`config.mk`:
```
export PLATFORM = sky130hd
export DESIGN_NAME = uart_tx_engine
export DESIGN_NICKNAME = d
export VERILOG_FILES = /design/src/rtl/uart_tx_engine.sv
export SDC_FILE = /design/constraint.sdc
export NUM_CORES = 1
export LEC_CHECK = 0
export CAP_MARGIN = 0
export CORE_MARGIN = 2
export CORE_UTILIZATION = 41
export DETAILED_ROUTE_END_ITERATION = 7
export SYNTH_ARGS = -nofsm -noshare
export SYNTH_HDL_FRONTEND = slang
export SYNTH_SLANG_ARGS = --single-unit
export TNS_END_PERCENT = 20
```
`constraint.sdc`:
```
create_clock -name clk -period 5.2 [get_ports clk]
set_clock_uncertainty 0.1 [all_clocks]
set_input_delay 0.78 -clock clk [delete_from_list [all_inputs] [get_ports clk]]
set_output_delay 0.78 -clock clk [all_outputs]
set_load 0.005 [all_outputs]
```
`src/rtl/uart_tx_engine.sv`:
```
// uart_tx_engine: TX FIFO plus serialiser for the UART line.
// Optional feature macro: UART_TX_CTS_EN (when defined, a new frame may only
// leave IDLE while cts_n is low; otherwise cts_n is ignored).
//
// state   | meaning
// IDLE    | line high, waiting for a queued word
// LOAD    | pop word, latch line control and parity for this frame
// START   | start bit (0)
// DATA    | data bits, LSB first
// PARITY  | parity bit
// STOP    | stop bit(s), 1, 1.5 or 2 bit times
module uart_tx_engine #(
   parameter int DATA_W     = 8,
   parameter int FIFO_AW    = 4,
   parameter int OVERSAMPLE = 16
) (
   input  logic               clk,
   input  logic               wb_rst_i,
   input  logic               enable,
   input  logic               tf_push,
   input  logic [DATA_W-1:0]  tf_data,
   input  logic               tx_reset,
   input  logic [3:0]         char_len,
   input  logic               parity_en,
   input  logic               parity_even,
   input  logic               parity_stick,
   input  logic               stop2,
   input  logic               brk,
   input  logic               cts_n,
   output logic               stx_pad_o,
   output logic [FIFO_AW:0]   tf_count,
   output logic               tf_full,
   output logic               overrun,
   output logic               busy,
   output logic [2:0]         state
);

   localparam int DEPTH = 1 << FIFO_AW;
   localparam int TW    = $clog2(2 * OVERSAMPLE);
   localparam logic [TW-1:0] T_BIT    = TW'(OVERSAMPLE - 1);
   localparam logic [TW-1:0] T_STOP15 = TW'(3 * OVERSAMPLE / 2 - 1);
   localparam logic [TW-1:0] T_STOP2  = TW'(2 * OVERSAMPLE - 1);

   typedef enum logic [2:0] {
      S_IDLE   = 3'd0,
      S_LOAD   = 3'd1,
      S_START  = 3'd2,
      S_DATA   = 3'd3,
      S_PARITY = 3'd4,
      S_STOP   = 3'd5
   } state_t;

   state_t              state_q, state_d;
   logic [DATA_W-1:0]   mem_q [DEPTH];
   logic [FIFO_AW-1:0]  wr_ptr_q, rd_ptr_q;
   logic [FIFO_AW:0]    count_q;
   logic                overrun_q;
   logic [DATA_W-1:0]   shift_q, shift_d;
   logic [3:0]          len_q, len_d, bit_q, bit_d;
   logic [TW-1:0]       tick_q, tick_d;
   logic                par_q, par_d, pen_q, pen_d, stop2_q, stop2_d;
   logic                stx_q, stx_d;

   logic                full, load_ok, pop, push_ok, cts_ok, par_bit;
   logic [3:0]          eff_len;
   logic [DATA_W-1:0]   len_mask, rd_data;
   logic [TW-1:0]       stop_ticks;

   assign full    = (count_q == (FIFO_AW + 1)'(DEPTH));
   assign rd_data = mem_q[rd_ptr_q];
   assign load_ok = (count_q != '0) && !tx_reset;
   assign pop     = enable && (state_q == S_LOAD) && load_ok;
   assign push_ok = tf_push && !tx_reset && (!full || pop);

`ifdef UART_TX_CTS_EN
   assign cts_ok = ~cts_n;
`else
   logic unused_cts;
   assign cts_ok     = 1'b1;
   assign unused_cts = cts_n;
`endif

   // Effective character length, parity of the bits actually sent, stop length.
   always_comb begin
      if (char_len < 4'd5)               eff_len = 4'd5;
      else if (char_len > 4'(DATA_W))    eff_len = 4'(DATA_W);
      else                               eff_len = char_len;
      len_mask = '0;
      for (int i = 0; i < DATA_W; i++) len_mask[i] = (4'(i) < eff_len);
      if (parity_stick)     par_bit = ~parity_even;
      else if (parity_even) par_bit = ^(rd_data & len_mask);
      else                  par_bit = ~(^(rd_data & len_mask));
      if (!stop2_q)            stop_ticks = T_BIT;
      else if (len_q == 4'd5)  stop_ticks = T_STOP15;
      else                     stop_ticks = T_STOP2;
   end

   // FIFO storage; contents need no reset since count gates every read.
   always_ff @(posedge clk) begin
      if (push_ok) mem_q[wr_ptr_q] <= tf_data;
   end

   // FIFO pointers, occupancy and sticky overrun.
   always_ff @(posedge clk or posedge wb_rst_i) begin
      if (wb_rst_i) begin
         wr_ptr_q  <= '0;
         rd_ptr_q  <= '0;
         count_q   <= '0;
         overrun_q <= 1'b0;
      end else if (tx_reset) begin
         wr_ptr_q  <= '0;
         rd_ptr_q  <= '0;
         count_q   <= '0;
         overrun_q <= 1'b0;
      end else begin
         if (push_ok) wr_ptr_q <= wr_ptr_q + 1'b1;
         if (pop)     rd_ptr_q <= rd_ptr_q + 1'b1;
         case ({push_ok, pop})
            2'b10:   count_q <= count_q + 1'b1;
            2'b01:   count_q <= count_q - 1'b1;
            default: count_q <= count_q;
         endcase
         if (tf_push && full && !pop) overrun_q <= 1'b1;
      end
   end

   // Serialiser state and datapath registers.
   always_ff @(posedge clk or posedge wb_rst_i) begin
      if (wb_rst_i) begin
         state_q <= S_IDLE;
         shift_q <= '0;
         len_q   <= 4'd5;
         bit_q   <= '0;
         tick_q  <= '0;
         par_q   <= 1'b0;
         pen_q   <= 1'b0;
         stop2_q <= 1'b0;
         stx_q   <= 1'b1;
      end else begin
         state_q <= state_d;
         shift_q <= shift_d;
         len_q   <= len_d;
         bit_q   <= bit_d;
         tick_q  <= tick_d;
         par_q   <= par_d;
         pen_q   <= pen_d;
         stop2_q <= stop2_d;
         stx_q   <= stx_d;
      end
   end

   // Next-state logic; the line level is derived from the next state so it
   // changes on the same edge as the state.
   always_comb begin
      state_d = state_q;
      shift_d = shift_q;
      len_d   = len_q;
      bit_d   = bit_q;
      tick_d  = tick_q;
      par_d   = par_q;
      pen_d   = pen_q;
      stop2_d = stop2_q;
      stx_d   = stx_q;
      if (enable) begin
         case (state_q)
            S_IDLE: if (count_q != '0 && cts_ok) state_d = S_LOAD;
            S_LOAD: begin
               if (load_ok) begin
                  shift_d = rd_data;
                  len_d   = eff_len;
                  par_d   = par_bit;
                  pen_d   = parity_en;
                  stop2_d = stop2;
                  tick_d  = T_BIT;
                  state_d = S_START;
               end else begin
                  state_d = S_IDLE;
               end
            end
            S_START: begin
               if (tick_q == '0) begin
                  state_d = S_DATA;
                  tick_d  = T_BIT;
                  bit_d   = len_q - 4'd1;
               end else begin
                  tick_d = tick_q - 1'b1;
               end
            end
            S_DATA: begin
               if (tick_q == '0) begin
                  if (bit_q == '0) begin
                     state_d = pen_q ? S_PARITY : S_STOP;
                     tick_d  = pen_q ? T_BIT : stop_ticks;
                  end else begin
                     bit_d   = bit_q - 4'd1;
                     shift_d = shift_q >> 1;
                     tick_d  = T_BIT;
                  end
               end else begin
                  tick_d = tick_q - 1'b1;
               end
            end
            S_PARITY: begin
               if (tick_q == '0) begin
                  state_d = S_STOP;
                  tick_d  = stop_ticks;
               end else begin
                  tick_d = tick_q - 1'b1;
               end
            end
            S_STOP: begin
               if (tick_q == '0) state_d = S_IDLE;
               else              tick_d  = tick_q - 1'b1;
            end
            default: state_d = S_IDLE;
         endcase
         case (state_d)
            S_START:  stx_d = 1'b0;
            S_DATA:   stx_d = shift_d[0];
            S_PARITY: stx_d = par_d;
            default:  stx_d = 1'b1;
         endcase
      end
   end

   assign stx_pad_o = stx_q & ~brk;
   assign tf_count  = count_q;
   assign tf_full   = full;
   assign overrun   = overrun_q;
   assign busy      = (state_q != S_IDLE);
   assign state     = state_q;

endmodule

```
# Word-level counts from Yosys, hierarchy flattened

Memories as Yosys holds them, arrays and structs flattened.
Index checks and enable logic that the tools add are counted.

$lt $le $gt $ge: 10
$add $sub $neg: 7
Reductions and logical operators: 28
Bitwise operators: 5
Muxes and demuxes: 45
Equality and inequality tests: 17

Operators with widths:

| cell                                                      | count |
|---|---|
| two-way mux 5 bit                                         | 9 |
| two-way mux 4 bit                                         | 10 |
| one-hot mux 5 bit (5 select lines)                        | 1 |
| two-way mux 8 bit                                         | 3 |
| two-way mux 3 bit                                         | 7 |
| one-hot mux 3 bit (6 select lines)                        | 1 |
| less-than comparator 3 x 4 -> 1 bit, first input constant | 4 |
| one-hot mux 8 bit (2 select lines)                        | 1 |
| equality test 3 x 2 -> 1 bit, second input constant       | 4 |
| inequality test 2 bit, second input constant              | 5 |
| one-hot mux 5 bit (2 select lines)                        | 1 |
| AND reduction 5 bit                                       | 2 |
| nonzero test 2 bit                                        | 5 |
| nonzero test 5 bit                                        | 2 |
| subtractor 5 x 1 -> 5 bit, second input constant          | 2 |
| equality test 3 bit, second input constant                | 3 |
| two-way mux 1 bit                                         | 9 |
| adder 4 x 1 -> 4 bit, second input constant               | 2 |
| bitwise AND 8 bit                                         | 1 |
| less-than comparator 1 x 4 -> 1 bit, first input constant | 2 |
| less-than comparator 2 x 4 -> 1 bit, first input constant | 2 |
| one-hot mux 4 bit (2 select lines)                        | 1 |
| XOR reduction 8 bit                                       | 1 |
| subtractor 4 x 1 -> 4 bit, second input constant          | 2 |
| other kinds (21)                                          | 32 |

Word-level logic and storage cells: 127
Register bits after elaboration: 42
Output and inout port bits: 12
Memories kept: 1
Bits in writable memories: 128
Input bits: 23

Memory list:

| memory | words | width | rd ports | clocked after Yosys merged registers in | wr ports | RTL line | text |
|---|---|---|---|---|---|---|---|
| mem_q  | 16    | 8     | 1        | 0                                       | 1        | 54       | `logic [DATA_W-1:0] mem_q [DEPTH];` |

# Depth between registers and ports, before layout

Gate-level depths: netlist (run 1).

Word-level depth: 12
Mapped depth: 14
Depth with buffers taken out: 12

# Least setup slack after synthesis (run 1)

OpenSTA, ideal clock, no wires.

Path kind: input port to flip-flop
Start point: in tx_reset
End point: reg count_q[4] (netlist: tf_count[4])
Path slack: 1.964 ns
Data arrival time: 3.004 ns
Buffers on the path: 2
Setup time: 0.132 ns
Required time: 4.968 ns
Cell stages on the path: 13
Cell sequence: a21oi_1 and3_1 buf_2 and2_1 clkbuf_1 nand2b_1 inv_1 ha_1 a21o_1 a21oi_1 mux2i_1 xnor2_1 nor2_1

Word-level cells in the longest chain between the ends: 8
Elaborated cells on any way between the ends: 11
Those cells by class: 2 x eq/ne; 2 x mux; 7 x reduce/logical

RTL lines:

| what                                                                       | RTL line | text |
|---|---|---|
| start: declaration                                                         | 22       | `input logic tx_reset,` |
| zero test 1 bit                                                            | 71, 73   |  |
| logical AND 1 bit                                                          | 71       | `assign load_ok = (count_q != '0) && !tx_reset;` |
| logical AND 1 bit                                                          | 72       | `assign pop = enable && (state_q == S_LOAD) && load_ok;` |
| logical OR 1 bit                                                           | 73       | `assign push_ok = tf_push && !tx_reset && (!full \|\| pop);` |
| logical AND 1 bit                                                          | 73       |  |
| equality test 2 x 1 -> 1 bit / equality test 2 bit (equally long branches) | 118      | `case ({push_ok, pop})` |
| one-hot mux 5 bit (2 select lines)                                         | 118      |  |
| two-way mux 5 bit                                                          | 110      | `end else if (tx_reset) begin` |
| end signal: assignment                                                     | 119      | `2'b10: count_q <= count_q + 1'b1;` |
| end signal: assignment                                                     | 120      | `2'b01: count_q <= count_q - 1'b1;` |
| end signal: assignment                                                     | 121      | `default: count_q <= count_q;` |
| end: declaration                                                           | 56       | `logic [FIFO_AW:0] count_q;` |

Parallel ways exist; a longest one is shown, timed or not.
A chain may end at the register's enable or synchronous reset.

# Worst setup path in the final report (run 1)

Start point: in tx_reset
End point: mem mem_q[2][4], enable pin

Word-level cells in the longest chain between the ends: 7
Elaborated cells on any way between the ends: 8
Those cells by class: 2 x mux; 6 x reduce/logical

RTL lines:

| what                                        | RTL line | text |
|---|---|---|
| zero test 1 bit (*)                         | 71, 73   |  |
| logical AND 1 bit                           | 71       |  |
| logical AND 1 bit                           | 72       |  |
| logical OR 1 bit                            | 73       |  |
| logical AND 1 bit (*)                       | 73       |  |
| two-way mux 1 bit (*)                       | 100      | `if (push_ok) mem_q[wr_ptr_q] <= tf_data;` |
| two-way mux 1 bit (implied by the code) (*) | 100      |  |
| end: declaration                            | 54       |  |

Every way passes the cells marked *; elsewhere a longest branch is shown, timed or not.

==> results.yml, run 1 <==
outcome:
  outcome: "completed"
cts:
  clockBufferDepth: 2
  cts_root_buffer: "sky130_fd_sc_hd__clkbuf_16"
  ctsHoldBuffers: 0
  cts_made_buffers: 17
  clkLatencyLatePin_ns: 0.42
  cts_h_tree_depth: 4
  cts_setup_buffers: 0
  clk_pin_slew_worst_paths_ns: 0.07
  tritoncts_num_sinks: 170
  post_cts_resize_count: 0
  clock_tree_from_tritoncts: "done"
synth:
  most_used_dff_post_synth: "sky130_fd_sc_hd__edfxtp_1"
  synth.yosys.warnings: 0
  synthesized_instance_count: 521
  number_of_register_bits_inferred_by_synthesis: 170
  synth.distinct_cells: 57
  synth_seq_area_share: 0.641
  synth_async_sr_flop_share: 0.247
  mean_area_per_synthesized_cell_um2: 14.7
  post_synth_instance_area_mm2: 0.00765
  synth.net_count: 557
  synth_enable_flop_cells: 128
sta:
  clock.fmax_ghz: 0.244
  timing.final.setup_violations: 0
  hold_ws_ns: 0.382
  worst_slew_margin_rel: 0.391
  rsz_0062_raised_after_global_routing: "no"
  hold_viol: 0
  slew_violations: 0
  final.setup.tns_ns: 0
  post-route-min-period_ns: 4.10
  max_slew.worst_pin.slew_ns: 0.913
  final.period_utilization: 0.788
worst_setup_path:
  critPathCaptureType: "flop"
  setup.worst_path.class: "in2reg"
  setup.worst_path.start: "tx_reset"
  timing.critical_path.fanout_max: 12
  cp-start-kind: "primary input"
  timing.reg2reg.setup_slack_ns: 1.33
  r2r_start: "tf_count[0]"
  regToRegEndpoint: "mem_q[2][4]"
  reg2regPathDepth: 9
  critPathArrivalTime_ns: 4.13
  cp-endpoint: "mem_q[2][4]"
  critPathRequiredTime_ns: 5.24
floorplanning:
  die_w_um: 141
  placement_rows: 49
  design.die.area_mm2: 0.0198
  floorplan.core_area_mm2: 0.0181
  floorplan.initialDensity: 0.421
  boundaryPins: 35
  die_y_um: 141
global_route:
  global_route_wire_length_before_repair_um: 25100
  antenna_found_initial: 0
  grt_max_degree: 43
  grt_remaining_overflow: 0
  grt_util_all_layers: 0.170
  number_of_global_route_vias_before_repair: 4462
cells_and_area:
  commonest_non_fill_non_tap_cell_in_the_layout: "sky130_fd_sc_hd__edfxtp_1"
  post_route_cells_drive_above_1_share: 0.144
  final_nets: 599
  finished_cell_area_mm2: 0.00882
  antenna-diode-count: 0
  mostFrequentLayoutCells: "sky130_fd_sc_hd__edfxtp_1, sky130_fd_sc_hd__nor2_1, sky130_fd_sc_hd__dfrtp_1"
  areaGrowthSynthToFinish_pct: 15.3
  fillers: 1561
power_and_ir_drop:
  power.density_cell_area_mw_per_mm2: 395
  power.leakage_uw: 0.00308
  worst_ir_drop_vdd_mv: 0.216
  power_uw: 3480
routing:
  post_drt_via_cell_ratio: 5.62
  iter_0_drt_violations: 265
  drt-total-wl_um: 16000
  routed_wire_length_per_instance_um: 19.9
  detailroute.via_count: 4517
  total_iterations_of_the_first_detailed_routing_run: 5
  postRouteAntennaNets: 0
  drc_errors: 0
placed_design:
  gp_routability_congestion: 0.804
  place_hpwl_um: 10700
  port_buffers: 33
  cell_area_after_placement_mm2: 0.00824
hold_path:
  worstHoldPathCells: 2
  class_of_the_tightest_hold_or_removal_check: "reg2reg"
job:
  maxCapViolCount: 0
logic make-up (layout without fill, tap and decap cells):
group,count (synthesis),count (layout),share of synthesized area
buffers and inverters,35,89,0.0224
AND/OR/NAND/NOR,139,139,0.0836
XOR/XNOR,25,25,0.0304
multiplexers,54,54,0.124
AO/OA/AOI/OAI,85,85,0.0766
flip-flops,170,170,0.641
adder cells (fa/ha/maj),13,13,0.0223
through the flow:
| step | worst slack (ns) | cells | util |
|---|---|---|---|
| 3_5_place_dp | 0.787 | 773 | 0.454 |
| 6_report | 1.10 | 804 | 0.486 |
| 5_1_grt | 0.858 | 804 | 0.486 |
| 3_3_place_gp | 0.853 | 773 | 0.454 |
| 2_1_floorplan | 1.96 | 521 | - |
| 4_1_cts | 1.20 | 804 | 0.486 |
Yosys cell counts (all sizes together), types with 2 or more instances:
cell type,instances,share of area
a211oi,3,0.0029
a21o,4,0.0039
a21oi,20,0.013
a221oi,3,0.0034
a22o,14,0.016
a22oi,5,0.0049
a31oi,3,0.0025
and2,3,0.0025
and3,3,0.0025
buf,11,0.011
clkbuf,12,0.0059
dfrtp,39,0.13
dfstp,3,0.010
edfxtp,128,0.50
ha,12,0.020
inv,12,0.0059
mux2,5,0.0074
mux2i,19,0.027
mux4,30,0.090
nand2,36,0.018
nand2b,7,0.0057
nand3,12,0.0079
nand3b,2,0.0020
nand4,2,0.0016
nor2,47,0.023
nor2b,7,0.0057
nor3,13,0.0092
nor4,4,0.0033
o211ai,2,0.0020
o21ai,15,0.0098
o31ai,5,0.0056
or3,2,0.0016
xnor2,14,0.016
xor2,10,0.011
area by class of cell:
cell class                      count  area, µm²  share of cell area
Multi-Input combinational cell    316       2580               0.292
Clock inverter                     14        158              0.0179
Sequential cell                   170       4900               0.556
Tap cell                          229        287              0.0325
Clock buffer                       17        425              0.0482
Timing Repair Buffer               46        428              0.0485
Inverter                           12       45.0             0.00511
metal layers:
layer / track usage / up-vias / share of wire
li1: - / 2084 / -
met1: 0.236 / 2283 / 0.45
met2: 0.268 / 129 / 0.48
met3: 0.0408 / 21 / 0.050
met4: 0.0547 / 0 / 0.021
met5: 0 / - / 0
how the worst min path moves through the flow:
| stage | startpoint | endpoint | slack [ns] |
|---|---|---|---|
| after detailed placement | len_q[0] | len_q[0] | 0.37 |
| final | len_q[0] | len_q[0] | 0.38 |
| after global placement | len_q[0] | len_q[0] | 0.37 |
| after floorplan | par_q | par_q | 0.36 |
| after global routing | len_q[0] | len_q[0] | 0.40 |
| after CTS | len_q[0] | len_q[0] | 0.39 |
worst max-delay path, stage by stage:
cell and delay [ns]:
sky130_fd_sc_hd__clkdlybuf4s50_1 0.48, sky130_fd_sc_hd__a21oi_1 0.29, sky130_fd_sc_hd__and3_1 0.44, sky130_fd_sc_hd__nand2_1 0.09, sky130_fd_sc_hd__buf_4 0.18, sky130_fd_sc_hd__a21oi_1 0.65, sky130_fd_sc_hd__nand2_1 0.29, sky130_fd_sc_hd__nor3_1 0.66
sky130_fd_sc_hd__buf_4 0.26
report_power, final:
part           internal, µW  switching (µW)  leakage [µW]
Clock                   719             552      0.000287
Combinational           277             275       0.00110
Sequential             1560            98.6       0.00169
Total                  2560             926       0.00308
flip-flops by register name, summed over array words and instances (netlist names), 4 cells and up:
signal    cells
bit_q         4
len_q         4
mem_q       128
rd_ptr_q      4
shift_q       8
tf_count      5
tick_q        5
wr_ptr_q      4
No activity file was read; power rests on OpenSTA's default activity.
==> run 2, diff against run 1 <==
==> constraint.sdc (replaced) <==
create_clock -name clk -period 3.45 [get_ports clk]
set_clock_uncertainty 0.1 [all_clocks]
set_input_delay 0.5175 -clock clk [delete_from_list [all_inputs] [get_ports clk]]
set_output_delay 0.5175 -clock clk [all_outputs]
set_load 0.005 [all_outputs]
==> results.yml, run 2 (synthesis results as in run 1) <==
placed_design:
  gp_routability_congestion: 0.805
  place_hpwl_um: 11100
  port_buffers: 33
  cell_area_after_placement_mm2: 0.00843
power_and_ir_drop:
  net-switching-power_uw: 1420
  power.clock.fraction: 0.356
  swShare: 0.271
  cellInternalPower_uw: 3820
  worst_ir_drop_vdd_mv: 0.446
  power_frac_comb: 0.171
  seqPwrFrac: 0.473
  power.leakage_uw: 0.00321
  power.density_cell_area_mw_per_mm2: 581
cts:
  cts_root_buffer: "sky130_fd_sc_hd__clkbuf_16"
  post_cts_resize_count: 0
  clk_pin_slew_worst_paths_ns: 0.07
  clkLatencyLatePin_ns: 0.42
  tritoncts_num_sinks: 170
  ctsHoldBuffers: 0
  clock_tree_from_tritoncts: "done"
  cts_setup_buffers: 0
  clockBufferDepth: 2
  cts_h_tree_depth: 4
  cts_made_buffers: 17
global_route:
  top_usage_layer: "met2"
  grt_max_degree: 31
  global_route_wire_length_before_repair_um: 25700
  antenna_found_initial: 0
  grt_util_met1: 0.228
  grt_remaining_overflow: 0
  grt_met2_usage: 0.293
  grt_util_met3: 0.0391
  number_of_global_route_vias_before_repair: 4675
  grt_util_all_layers: 0.172
job:
  maxCapViolCount: 0
routing:
  drc_errors: 0
  detailroute.via_count: 4525
  postRouteAntennaNets: 0
  post_drt_via_cell_ratio: 5.46
  routed_wire_length_per_instance_um: 19.4
  iter_0_drt_violations: 361
  total_iterations_of_the_first_detailed_routing_run: 5
  drt-total-wl_um: 16100
worst_setup_path:
  cp-start-kind: "flop"
  timing.critical_path.fanout_max: 9
  setup.worst_path.class: "reg2reg"
  critPathArrivalTime_ns: 3.34
  critPathCaptureType: "flop"
  critPathRequiredTime_ns: 3.68
floorplanning:
  design.die.area_mm2: 0.0198
  boundaryPins: 35
  die_y_um: 141
  placement_rows: 49
  floorplan.core_area_mm2: 0.0181
  die_w_um: 141
  floorplan.initialDensity: 0.421
cells_and_area:
  antenna-diode-count: 0
  area_of_the_multi_input_gates_mm2: 0.00258
  largest_register_ff_count: 128
  finished_cell_area_mm2: 0.00901
  mostFrequentLayoutCells: "sky130_fd_sc_hd__edfxtp_1, sky130_fd_sc_hd__nor2_1, sky130_fd_sc_hd__dfrtp_1"
  largest_register: "mem_q"
  post_route_cells_drive_above_1_share: 0.180
  areaGrowthSynthToFinish_pct: 17.8
  reg.largest.list: "mem_q: 128 flops, shift_q: 8 flops"
  final_nets: 622
  ff_latch_area_mm2: 0.00490
  commonest_non_fill_non_tap_cell_in_the_layout: "sky130_fd_sc_hd__edfxtp_1"
  fillers: 1532
sta:
  slew_violations: 0
  post-route-min-period_ns: 3.11
  final.period_utilization: 0.901
  final.setup.tns_ns: 0
  max_slew.worst_pin.slew_ns: 0.994
  rsz_0062_raised_after_global_routing: "no"
  timing.final.setup_violations: 0
  clock.fmax_ghz: 0.322
  hold_viol: 0
  worst_slew_margin_rel: 0.333
  hold_ws_ns: 0.389
outcome:
  outcome: "completed"
hold_path:
  class_of_the_tightest_hold_or_removal_check: "reg2reg"
run 2: changes by cell type in the layout (fill, tap and decap cells not counted), sizes merged:
cell and delta:
bufinv -1, inv +2, buf +23
run 2: path summary, 6_finish.rpt:
| check | startpoint | end | slack (ns) | cells past startpoint |
|---|---|---|---|---|
| setup / recovery | rd_ptr_q[0] | par_q | 0.34 | 9 |
| hold / removal | len_q[0] | len_q[0] | 0.39 | 2 |
| setup reg to reg | rd_ptr_q[0] | par_q | 0.34 | 9 |
| hold reg to reg | len_q[0] | len_q[0] | 0.39 | 2 |
| max in group asynchronous | wb_rst_i | stx_q | 2.05 | 3 |
| min in group asynchronous | wb_rst_i | tf_count[2] | 0.41 | 2 |
run 2: critical path: stages, from the launching register on:
cell,delay (ns)
sky130_fd_sc_hd__dfrtp_2,0.51
sky130_fd_sc_hd__buf_12,0.18
sky130_fd_sc_hd__mux4_1,0.57
sky130_fd_sc_hd__a22oi_1,0.29
sky130_fd_sc_hd__nand3_1,0.20
sky130_fd_sc_hd__xnor2_1,0.17
sky130_fd_sc_hd__xnor2_1,0.24
sky130_fd_sc_hd__xnor3_1,0.39
sky130_fd_sc_hd__o21a_1,0.20
sky130_fd_sc_hd__o31ai_2,0.16
run 2: layout make-up:
type	instances	share of cell area
Inverter	12	0.00500
Clock inverter	15	0.0164
Sequential cell	170	0.544
Tap cell	229	0.0318
Timing Repair Buffer	69	0.0695
Clock buffer	17	0.0472
Multi-Input combinational cell	316	0.286
run 2: routing by layer:
metal | share of wire | wire (µm)
met5 | 0 | 0
met4 | 0.0059 | 95
met3 | 0.059 | 943
met2 | 0.50 | 7990
met1 | 0.44 | 7040
run 2: through the flow:
step	std cells	total power [µW]	setup slack, ns	utilization
3_3_place_gp	796	3380	0.285	0.465
2_1_floorplan	521	3110	0.224	-
3_5_place_dp	796	3410	0.222	0.465
5_1_grt	828	5470	0.187	0.496
6_report	828	5230	0.341	0.496
4_1_cts	828	5270	0.298	0.496
run 2: power by group through the flow:
stage               clock network (µW)  registers (µW)  logic (µW)
finish                            1860            2480         895
global route                      1980            2500         993
CTS                               1890            2470         903
detailed placement                   0            2510         900
global placement                     0            2510         870
floorplan                            0            2470         637
==> run 3, diff against run 2 <==
--- a/config.mk
+++ b/config.mk
@@ -9,6 +9,7 @@
 export CORE_MARGIN = 2
 export CORE_UTILIZATION = 41
 export DETAILED_ROUTE_END_ITERATION = 7
+export SETUP_SLACK_MARGIN = 0.02
 export SYNTH_ARGS = -nofsm -noshare
 export SYNTH_HDL_FRONTEND = slang
 export SYNTH_SLANG_ARGS = --single-unit
==> constraint.sdc (replaced) <==
create_clock -name clk -period 2.5 [get_ports clk]
set_clock_uncertainty 0.1 [all_clocks]
set_input_delay 0.375 -clock clk [delete_from_list [all_inputs] [get_ports clk]]
set_output_delay 0.375 -clock clk [all_outputs]
set_load 0.005 [all_outputs]
==> results.yml, run 3 (synthesis results as in run 1) <==
outcome:
  outcome: "finished with violations"
  violations: "setup timing"
power_and_ir_drop:
  power_uw: 7240
  power.leakage_uw: 0.00354
  worst_ir_drop_vdd_mv: 0.508
  power.density_cell_area_mw_per_mm2: 751
cts:
  clkLatencyLatePin_ns: 0.43
  clock_tree_from_tritoncts: "done"
  cts_made_buffers: 17
  clk_pin_slew_worst_paths_ns: 0.07
  cts_root_buffer: "sky130_fd_sc_hd__clkbuf_16"
  tritoncts_num_sinks: 170
  cts_h_tree_depth: 4
  clockBufferDepth: 2
cells_and_area:
  fin_cells: 886
  post_route_cells_drive_above_1_share: 0.297
  final_nets: 681
  mostFrequentLayoutCells: "sky130_fd_sc_hd__edfxtp_1, sky130_fd_sc_hd__buf_4, sky130_fd_sc_hd__nor2_1"
  largest_register: "mem_q"
  areaGrowthSynthToFinish_pct: 26.1
  finish.utilization: 0.532
  antenna-diode-count: 0
  commonest_non_fill_non_tap_cell_in_the_layout: "sky130_fd_sc_hd__edfxtp_1"
  largest_register_ff_count: 128
  reg.largest.list: "mem_q: 128 flops, shift_q: 8 flops"
floorplanning:
  die_w_um: 141
  design.die.area_mm2: 0.0198
  boundaryPins: 35
  floorplan.initialDensity: 0.421
  placement_rows: 49
  floorplan.core_area_mm2: 0.0181
  die_y_um: 141
worst_setup_path:
  critical_path.max_stage_delay_ns: 0.55
  cp_cell_sequence: "buf_12 > buf_4 > mux4_1 > mux2i_2 > mux2i_4 > xnor2_2 > xnor2_1 > xnor3_1 > o21a_1 > o31ai_2"
  crit_slowest_cell: "sky130_fd_sc_hd__mux4_1"
  worstPathBufferInverterCount: 2
  cp-start-kind: "flop"
  timing.critical_path.fanout_max: 11
  critPathArrivalTime_ns: 3.02
  r2r_start: "rd_ptr_q[0]"
  reg2regPathDepth: 10
  timing.reg2reg.setup_slack_ns: -0.28
  regToRegEndpoint: "par_q"
  critPathCaptureType: "flop"
  setup.worst_path.class: "reg2reg"
  critPathTopFamily: "multiplexers"
  critPathRequiredTime_ns: 2.74
global_route:
  grt_util_all_layers: 0.182
  grt_max_degree: 43
  antenna_found_initial: 0
  number_of_global_route_vias_before_repair: 4857
  grt_remaining_overflow: 0
  global_route_wire_length_before_repair_um: 26700
sta:
  post-route-min-period_ns: 2.78
  worst_slew_margin_rel: 0.516
  final.period_utilization: 1.11
  hold_viol: 0
  final.setup.tns_ns: -0.440
  timing.final.setup_violations: 3
  max_slew.worst_pin.slew_ns: 0.724
  clock.fmax_ghz: 0.360
  slew_violations: 0
  setup_ws_ns: -0.276
  rsz_0062_raised_after_global_routing: "yes"
placed_design:
  place_hpwl_um: 12200
  gp_routability_congestion: 0.864
  pre_cts_ws_ns: -0.393
  port_buffers: 33
  dp.cells: 850
routing:
  drt-total-wl_um: 17100
  routed_wire_length_per_instance_um: 19.3
  post_drt_via_cell_ratio: 5.45
  drc_errors: 0
  total_iterations_of_the_first_detailed_routing_run: 5
  iter_0_drt_violations: 394
  postRouteAntennaNets: 0
  detailroute.via_count: 4829
hold_path:
  class_of_the_tightest_hold_or_removal_check: "in2async"
job:
  maxCapViolCount: 0
[run 3: area by class of cell]
class | instances | area (µm²)
well taps | 229 | 287
clock buffers | 18 | 429
flip-flops and latches | 170 | 4900
inverters | 12 | 47.5
fillers | 1507 | 8500
multi-input cells | 316 | 2740
repair buffers | 128 | 1130
clock inverters | 13 | 113
[run 3: worst min-delay path, delay by kind of cell]
kind                   cells  cell delay [ns]
buffers and inverters      3             0.92
[run 3: per-stage QoR]
step           cell area (µm²)  hold slack, ns
2_1_floorplan             7730           0.338
3_3_place_gp              8940           0.375
3_5_place_dp              8940           0.371
4_1_cts                   9580           0.326
5_1_grt                   9650           0.333
6_report                  9650           0.304
[run 3: worst max path at each step]
| stage | startpoint | to | slack [ns] | cells after the start |
|---|---|---|---|---|
| 2_1_floorplan | tf_count[0] | tf_count[4] | -0.34 | 14 |
| 3_3_place_gp | rd_ptr_q[0] | par_q | -0.34 | 9 |
| 3_5_place_dp | rd_ptr_q[0] | par_q | -0.39 | 9 |
| 4_1_cts | rd_ptr_q[0] | par_q | -0.29 | 10 |
| 5_1_grt | rd_ptr_q[0] | par_q | -0.39 | 9 |
| 6_report | rd_ptr_q[0] | par_q | -0.28 | 10 |
[run 3: routing by layer]
metal | track usage | up-vias | wire [µm]
met3 | 0.0496 | 11 | 720
met2 | 0.311 | 105 | 8710
met1 | 0.235 | 2470 | 7510
met4 | 0.0421 | 0 | 148
li1 | - | 2243 | -
met5 | 0 | - | 0
[run 3: what timing repair did]
action,4_1_cts,5_1_grt
setup buffers,5,0
gates resized for setup,13,12
pin swaps,3,6
endpoints found under the setup margin,5,12
hold buffers,0,0
[run 3: report_power, final]
part	total, µW	leakage (µW)	switching, µW	internal (µW)
combinational	1420	0.00159	698	722
clock	2420	0.000267	1120	1300
sequential	3400	0.00169	153	3250
total	7240	0.00354	1970	5270
